**config.mk**
```make
export PLATFORM = sky130hd
export DESIGN_NAME = compare_sequencer
export DESIGN_NICKNAME = d
export VERILOG_FILES = /design/src/rtl/compare_sequencer.sv
export SDC_FILE = /design/constraint.sdc
export NUM_CORES = 1
export LEC_CHECK = 0
export ABC_AREA = 1
export CORE_MARGIN = 5
export CORE_UTILIZATION = 50
export DETAILED_ROUTE_END_ITERATION = 12
export PLACE_DENSITY_LB_ADDON = 0.25
export SYNTH_ARGS = -nofsm -noshare
export SYNTH_HDL_FRONTEND = slang
export SYNTH_SLANG_ARGS = --single-unit
```
**constraint.sdc**
```tcl
create_clock -name clk_i -period 2.3 [get_ports clk_i]
set_input_delay 0.46 -clock clk_i [delete_from_list [all_inputs] [get_ports clk_i]]
set_output_delay 0.46 -clock clk_i [all_outputs]
set_load 0.01 [all_outputs]
```
**src/rtl/compare_sequencer.sv**
```systemverilog
// Multi-cycle unsigned magnitude comparator. One Slice-bit comparator stage is
// reused across the operand, MSB slice first; the first unequal slice decides
// the result. Start/busy/done handshake with a one-hot lt/eq/gt result held
// until the next accepted start.
//
// Optional build macro: EARLY_EXIT_EN -- when defined, the scan stops on the
// first unequal slice instead of always visiting every slice. Flag values are
// the same in both builds; only latency differs.
module compare_sequencer #(
  parameter int unsigned Width = 12,
  parameter int unsigned Slice = 3
) (
  input  logic             clk_i,
  input  logic             rst_i,
  input  logic             start_i,
  input  logic [Width-1:0] a_i,
  input  logic [Width-1:0] b_i,
  output logic             busy_o,
  output logic             done_o,
  output logic             lt_o,
  output logic             eq_o,
  output logic             gt_o
);

  localparam int unsigned NSlice = Width / Slice;
  localparam int unsigned IdxW   = (NSlice > 1) ? $clog2(NSlice) : 1;

  localparam logic [IdxW-1:0] IdxLast = IdxW'(NSlice - 1);

  localparam logic [1:0] StIdle = 2'd0;
  localparam logic [1:0] StScan = 2'd1;
  localparam logic [1:0] StDone = 2'd2;

  // Sticky diff encoding: DiffNone means no unequal slice seen yet.
  localparam logic [1:0] DiffNone = 2'd0;
  localparam logic [1:0] DiffLt   = 2'd1;
  localparam logic [1:0] DiffGt   = 2'd2;

  if ((Width % Slice) != 0) begin : g_bad_cfg
    $error("compare_sequencer: Width must be an integer multiple of Slice");
  end

  logic [1:0]       state_q, state_d;
  logic [Width-1:0] a_q, a_d;
  logic [Width-1:0] b_q, b_d;
  logic [IdxW-1:0]  idx_q, idx_d;
  logic [1:0]       diff_q, diff_d;
  logic             lt_q, lt_d;
  logic             eq_q, eq_d;
  logic             gt_q, gt_d;

  logic [31:0]      shamt;
  logic [Width-1:0] a_shift, b_shift;
  logic [Slice-1:0] a_slice, b_slice;
  logic [1:0]       diff_new;
  logic             scan_end;

  // Select the current slice from the captured operands.
  assign shamt   = 32'(idx_q) * Slice;
  assign a_shift = a_q >> shamt;
  assign b_shift = b_q >> shamt;
  assign a_slice = a_shift[Slice-1:0];
  assign b_slice = b_shift[Slice-1:0];

  // First unequal slice wins; later slices never overwrite the recorded diff.
  always_comb begin
    diff_new = diff_q;
    if (diff_q == DiffNone) begin
      if (a_slice < b_slice) begin
        diff_new = DiffLt;
      end else if (a_slice > b_slice) begin
        diff_new = DiffGt;
      end
    end
  end

`ifdef EARLY_EXIT_EN
  assign scan_end = (idx_q == '0) || (diff_new != DiffNone);
`else
  assign scan_end = (idx_q == '0);
`endif

  // Next-state logic for the controller, operand capture and result flags.
  always_comb begin
    state_d = state_q;
    a_d     = a_q;
    b_d     = b_q;
    idx_d   = idx_q;
    diff_d  = diff_q;
    lt_d    = lt_q;
    eq_d    = eq_q;
    gt_d    = gt_q;
    case (state_q)
      StIdle, StDone: begin
        if (start_i) begin
          a_d     = a_i;
          b_d     = b_i;
          idx_d   = IdxLast;
          diff_d  = DiffNone;
          lt_d    = 1'b0;
          eq_d    = 1'b0;
          gt_d    = 1'b0;
          state_d = StScan;
        end else if (state_q == StDone) begin
          state_d = StIdle;
        end
      end
      StScan: begin
        diff_d = diff_new;
        if (scan_end) begin
          lt_d    = (diff_new == DiffLt);
          gt_d    = (diff_new == DiffGt);
          eq_d    = (diff_new == DiffNone);
          state_d = StDone;
        end else begin
          idx_d = idx_q - IdxW'(1);
        end
      end
      default: begin
        state_d = StIdle;
      end
    endcase
  end

  // State registers with synchronous reset.
  always_ff @(posedge clk_i) begin
    if (rst_i) begin
      state_q <= StIdle;
      a_q     <= '0;
      b_q     <= '0;
      idx_q   <= '0;
      diff_q  <= DiffNone;
      lt_q    <= 1'b0;
      eq_q    <= 1'b0;
      gt_q    <= 1'b0;
    end else begin
      state_q <= state_d;
      a_q     <= a_d;
      b_q     <= b_d;
      idx_q   <= idx_d;
      diff_q  <= diff_d;
      lt_q    <= lt_d;
      eq_q    <= eq_d;
      gt_q    <= gt_d;
    end
  end

  assign busy_o = (state_q == StScan);
  assign done_o = (state_q == StDone);
  assign lt_o   = lt_q;
  assign eq_o   = eq_q;
  assign gt_o   = gt_q;

endmodule
```
==> metrics.cfg <==
[sta]
tns_ps = 0
grt_setup_unrepaired = false
timing.final.ws_setup_ps = 375
finalCritPeriodShare_pct = 83.7
final-setup-viol-count = 0
finalCriticalPeriod_ps = 1930
slew-limit-headroom_pct = 64.7
final-hold-violation-count = 0
clock.fmax_mhz = 519
max_slew.worst_pin.slew_ps = 529
hold_slack_ps = 470
clock_skew_ps = 4.90
slew_violations = 0

[global_routing]
grt_max_degree = 29
overflow = 0
antenna_found_initial = 0
grt_pass1_wl_um = 5590
grt_pass1_vias = 1264
grtUsageTotal_pct = 16.5

[drt]
drt-met1-wl_um = 1520
wl_met2_um = 1490
route.detailed.drc = 0
firstDrtPassIters = 4
wl_um = 3170
top_layer = met4
viasPerCell = 4.84
drt_iter0_drc = 31
vias = 1331
wl_per_cell_um = 11.5
dr_wl_met3_um = 132
drtAntennaViolNets = 0

[worst_setup_path]
cp_slowest_stage_delay_ps = 540
r2r_start = idx_q[0]
crit_arrival_ps = 1470
endpoint = busy_o
worstPathCellList = nand2_2 > clkinv_4 > clkdlybuf4s50_1
critPathSlowestCell = clkdlybuf4s50_1
cp-start-kind = register
required_ps = 1840
rrSetupSlack_ps = 480
criticalPathCategory = reg2out
crit_path_start = state_q[0]
critPathMaxFanout = 7
reg2reg_to = lt_o
rr_worst_depth = 9
end_kind = primary output

[clocking]
numClockSinks = 33
clk_pin_slew_ps = 90
worstSkewPairLatency_ps = 320
cts_root_buf = clkbuf_4
post_cts_buffers = 0
cts_resized = 0
cts_tree = yes
ctsHoldBuffers = 0
cts_buffer_depth = 2
cts-htree-levels = 2
numCtsBuffers = 5

[worst_hold_path]
hold_class = reg2reg

[placed_design]
gp_congestion = 0.830
hpwl_um = 2290
place_ws_ps = 461
io_buffers = 31

[power_and_ir_drop]
fin_total_pwr_w = 0.00133
cellLeakagePower_nw = 0.760
vdd_drop_max_v = 0.000460
power.density_mw_per_mm2 = 686

[logic_synthesis]
synthCells = 201
synth-seq-area-share_pct = 41.5
synth_top_cell_area_share_pct = 41.5
syn_nets = 232
yosysUniqueCellTypes = 26
synth_area_leaders = dfxtp_1, nor2_1, o21ai_2
syn_area_per_cell_sq_um = 7.91
synth_warnings = 0
syn_area_sq_mm = 0.00159
synth-seq-cells = 33
yosysTopAreaCell = dfxtp_1

[cells_and_area]
drive_gt1_share_pct = 19.5
mostFrequentLayoutCell = nor2_1
diodes = 0
area_growth_pct = 21.9
layout_common_cells = nor2_1, dfxtp_1, clkdlybuf4s50_1
layout.nets = 262
fill_cells = 297

[floorplanning]
io_pins = 32
start_util_pct = 52.1
die_x_um = 66.4
die_area_sq_mm = 0.00441
core_area_sq_mm = 0.00305
std_cell_rows = 20
die_h_um = 66.4

[flow_run]
max-cap-violations = 0

[run_status]
outcome = finished, final reports clean

==> cell type report <==
class | count | area [sq um] | share of cell area (%)
clock buffers | 7 | 55.1 | 2.84
inverters | 13 | 53.8 | 2.78
flip-flops and latches | 33 | 661 | 34.1
repair buffers | 33 | 325 | 16.8
multi-input cells | 145 | 788 | 40.7
well taps | 44 | 55.1 | 2.84
==> kinds of logic after synthesis <==
| logic type | count (synthesis) | share of synthesized area, % |
|---|---|---|
| AND/OR/NAND/NOR | 90 | 25.9 |
| AO/OA/AOI/OAI | 51 | 20.5 |
| flip-flops | 33 | 41.5 |
| buffers and inverters | 23 | 8.89 |
| adder cells (fa/ha/maj) | 4 | 3.15 |
==> registers in the layout (all words and copies together), names as in the netlist <==
signal   cells
idx_q        2
state_q      2
b_q         12
diff_q       2
eq_o         1
gt_o         1
a_q         12
lt_o         1
==> report_power, final <==
part	internal, W	switching, W
combinational	0.000159	0.000199
clock	0.000144	0.000173
sequential	0.000623	0.0000316
==> worst min-delay path by stage <==
stage,from,to,slack (ps),cells past startpoint
3_5_place_dp,diff_q[0],diff_q[0],460,2
4_1_cts,diff_q[0],diff_q[0],470,2
5_1_grt,diff_q[0],diff_q[0],500,2
3_3_place_gp,diff_q[0],diff_q[0],460,2
6_report,diff_q[0],diff_q[0],470,2
2_1_floorplan,diff_q[0],diff_q[0],440,2
==> critical path: cells and delay by family, from the launching register on <==
family / cells / cell delay, ps
buffers and inverters: 2 / 640
AND/OR/NAND/NOR: 1 / 120
flip-flops: 1 / 380
==> synthesized netlist by cell type <==
cell type	count
o21ai_1	1
buf_12	2
inv_2	5
nor2_1	48
clkbuf_4	1
nand3_1	6
inv_1	7
nand4_1	2
dfxtp_1	33
nand3_2	1
nand2_2	3
buf_4	2
a21oi_1	10
ha_1	4
buf_2	3
clkbuf_2	2
clkinv_4	1
nor2_4	1
nor2_2	10
a21oi_2	1
o22ai_1	3
nand2_4	2
o21ai_2	13
a32o_1	3
nand2_1	17
o21ai_0	20
==> through the flow <==
stage | cell area [sq um] | util [%] | cells
2_1_floorplan | 1590 | - | 201
3_3_place_gp | 1880 | 61.7 | 268
3_5_place_dp | 1880 | 61.7 | 268
4_1_cts | 1940 | 63.5 | 275
5_1_grt | 1940 | 63.5 | 275
6_report | 1940 | 63.5 | 275
==> routing by layer <==
metal | track usage (%) | vias to the layer above
li1 | - | 723
met1 | 21.8 | 581
met2 | 25.2 | 23
met3 | 4.42 | 4
met4 | 6.85 | 0
met5 | 0 | -
No activity file was read; power rests on OpenSTA's default activity.
